===== src/rtl/sram_rd_pipe.sv =====
// Read-latency delay line: one {valid, address} entry per cycle, DEPTH stages, sync active-low clear.
module sram_rd_pipe #(
   parameter int unsigned AW    = 8,
   parameter int unsigned DEPTH = 1
) (
   input  logic          clk,
   input  logic          clr_n,
   input  logic          in_vld,
   input  logic [AW-1:0] in_adr,
   output logic          out_vld,
   output logic [AW-1:0] out_adr,
   output logic          empty
);

   logic [DEPTH-1:0] vld_q;
   logic [AW-1:0]    adr_q [DEPTH];

   always_ff @(posedge clk) begin
      if (!clr_n) begin
         vld_q <= '0;
         for (int i = 0; i < DEPTH; i++) begin
            adr_q[i] <= '0;
         end
      end else begin
         vld_q[0] <= in_vld;
         adr_q[0] <= in_adr;
         for (int i = 1; i < DEPTH; i++) begin
            vld_q[i] <= vld_q[i-1];
            adr_q[i] <= adr_q[i-1];
         end
      end
   end

   assign out_vld = vld_q[DEPTH-1];
   assign out_adr = adr_q[DEPTH-1];
   assign empty   = ~|vld_q;

endmodule


===== config.mk =====
export PLATFORM = sky130hd
export DESIGN_NAME = sram_rd_pipe
export DESIGN_NICKNAME = d
export VERILOG_FILES = /design/src/rtl/sram_rd_pipe.sv
export SDC_FILE = /design/constraint.sdc
export NUM_CORES = 1
export LEC_CHECK = 0
export ABC_AREA = 1
export CORE_AREA = 2 2 39 41
export CTS_BUF_LIST = sky130_fd_sc_hd__clkbuf_4
export DETAILED_ROUTE_END_ITERATION = 10
export DIE_AREA = 0 0 41 43
export GPL_TIMING_DRIVEN = 0
export MAX_ROUTING_LAYER = met4
export PLACE_DENSITY = 0.61
export RECOVER_POWER = 25
export SLEW_MARGIN = 20
export SYNTH_ARGS = -nofsm -noshare
export SYNTH_HDL_FRONTEND = slang
export SYNTH_SLANG_ARGS = --single-unit

===== constraint.sdc =====
create_clock -name clk -period 0.8 [get_ports clk]
set_input_delay 0.12 -clock clk [delete_from_list [all_inputs] [get_ports clk]]
set_output_delay 0.12 -clock clk [all_outputs]
set_load 0.03 [all_outputs]

==> results.yml <==
outcome:
  outcome: "complete, but fails checks"
  violations: "negative setup slack"
die:
  num_io_pins: 21
  fp.dieW_um: 41
  rows: 14
  start_util_pct: 19.0
  die_h_um: 43
  core_area_um2: 1380
  die_area_um2: 1760
clocking:
  cts_tree: "done"
  cts-root-buf: "clkbuf_4"
  cts_buffer_depth: 2
  clk_pin_slew_ns: 0.06
  cts.sinks: 9
  postCtsSetupBuffers: 0
  htreeDepth: 1
  cts_made_buffers: 3
critical_path:
  worstPathArrival_ns: 0.74
  end_kind: "output port"
  critPathMaxFanout: 2
  crit_type: "flip-flop to output port"
  worstSetupStartpoint: "out_vld$_SDFF_PN0_"
  worstSetupStartpointType: "flip-flop"
  cp.required_ns: 0.68
  endpoint: "empty"
worst_hold_path:
  hp-class: "input port to flip-flop"
finish:
  seqCellArea_um2: 191
  num_antenna_cells: 0
  drive_gt1_share_pct: 48.1
  utilization_pct: 37.8
  multi_input_area_um2: 33.8
  layout.nets: 64
  num-fill-cells: 148
  syn2layout_area_growth_pct: 99.0
synth:
  synth_area_um2: 263
  synthArstFlopShare_pct: 0
  yosysSeqAreaShare_pct: 68.6
  synthDistinctLibCells: 4
  postSynthAreaPerCell_um2: 9.06
  synth_top_area_share_pct: 68.6
  yosys_register_bits: 9
  synth_edf_count: 0
  ys_dominant_reg_cell: "dfxtp_1"
  synthCells: 29
  synth.top_cells.by_count: "inv_1 (10), dfxtp_1 (9), nand2_1 (9)"
  synth_fp_nets: 40
  synth_area_leaders: "dfxtp_1 (69%), inv_1 (14%), nand2_1 (13%), buf_6 (4.3%)"
  synth_top_area_cell: "dfxtp_1"
  synthMostInstantiatedCell: "inv_1"
  yosysWarnings: 0
route:
  drtIter0Drc: 0
  vias: 233
  ant_nets: 0
  drc_errors: 0
  firstDrtPassIters: 1
  vias_per_cell: 3.43
  drt-total-wl_um: 430
  post_drt_wl_per_cell_um: 6.32
global_route:
  track_usage_pct: 6.90
  grt_pass1_wl_um: 717
  grt_start_max_net_pins: 10
  overflow: 0
  antenna_found_initial: 0
  grt_pass1_vias: 215
pwr:
  peakVddDrop_v: 0.000736
  p_total_w: 0.00103
  p_leak_nw: 0.290
  p_per_area_nw_per_um2: 1980
flow_run:
  cap_violations: 0
sta:
  holdWs_ns: 0.0858
  worst_pin_slew_ns: 0.0945
  fin_ws_ns: -0.0558
  fin_crit_sh_pct: 107
  rsz0062_at_grt: "yes"
  fin_setup_tns_ns: -0.178
  finalHoldViolations: 0
  period_minus_slack_ns: 0.856
  max_clock_freq_ghz: 1.17
  final-setup-viol-count: 10
  slew_headroom_pct: 93.7
  slew_violations: 0
placed_design:
  post-place-ws_ns: -0.313
  portBuffers: 19
  dp_hpwl_um: 349
  place.gp.congestion: 0.535
power by group:
group	switching (W)	internal, W
Combinational	0.0000834	0.0000960
Clock	0.000143	0.000225
Sequential	0.0000102	0.000477
Total	0.000236	0.000799
logic make-up (layout without fill, tap and decap cells):
logic type             Yosys count  in the layout  share of synthesized area [%]
buffers and inverters           11             34                           18.6
DFF                              9              9                           68.6
and+or+nand+nor                  9              9                           12.9
timing repair:
action                     in CTS  in global routing
setup endpoints to repair      10                 10
gates cloned                    0                  0
gates resized for setup        78                  0
hold buffers                    0                  0
registers in the layout (all words and copies together) (netlist names):
name and flops:
adr_q 8, out_vld 1
cells in the final DEF (no fill, tap or decap):
master | synthesis | routed
buf_6 | 1 | 10
nand2_1 | 9 | 9
inv_1 | 10 | 9
dfxtp_2 | 0 | 9
clkdlybuf4s50_1 | 0 | 7
clkbuf_4 | 0 | 4
dlygate4sd3_1 | 0 | 2
inv_2 | 0 | 1
buf_4 | 0 | 1
metal layers:
layer,up-vias,routed length [µm],global-route usage [%]
li1,121,-,-
met1,99,130,4.84
met2,13,234,10.3
met3,0,65,5.24
met4,0,0,6.00
met5,-,0,-
worst min path at each step:
stage / startpoint / end / slack (ns) / cells past startpoint
2_1_floorplan: in_adr[4] / adr_q[0][4]$_SDFF_PN0_ / 0.21 / 2
6_report: clr_n / adr_q[0][5]$_SDFF_PN0_ / 0.09 / 3
5_1_grt: clr_n / adr_q[0][4]$_SDFF_PN0_ / 0.09 / 3
3_3_place_gp: clr_n / adr_q[0][5]$_SDFF_PN0_ / 0.35 / 3
3_5_place_dp: clr_n / adr_q[0][5]$_SDFF_PN0_ / 0.35 / 3
4_1_cts: clr_n / adr_q[0][5]$_SDFF_PN0_ / 0.08 / 3
metrics by stage:
step | std cells | area, µm²
2_1_floorplan | 29 | 263
3_3_place_gp | 64 | 473
3_5_place_dp | 64 | 473
4_1_cts | 68 | 523
5_1_grt | 68 | 523
6_report | 68 | 523
area by class of cell:
cell class,instances,area share [%]
Buffer,1,2.15
Clock buffer,4,5.74
Inverter,10,7.18
Multi-Input combinational cell,9,6.46
Sequential cell,9,36.6
Tap cell,16,3.83
Timing Repair Buffer,19,38.0
critical path, cell delays in order (launching register included):
cell and delay [ns]:
dfxtp_2 0.33, inv_2 0.03, buf_6 0.12
Power figures use the tool's default switching activity.
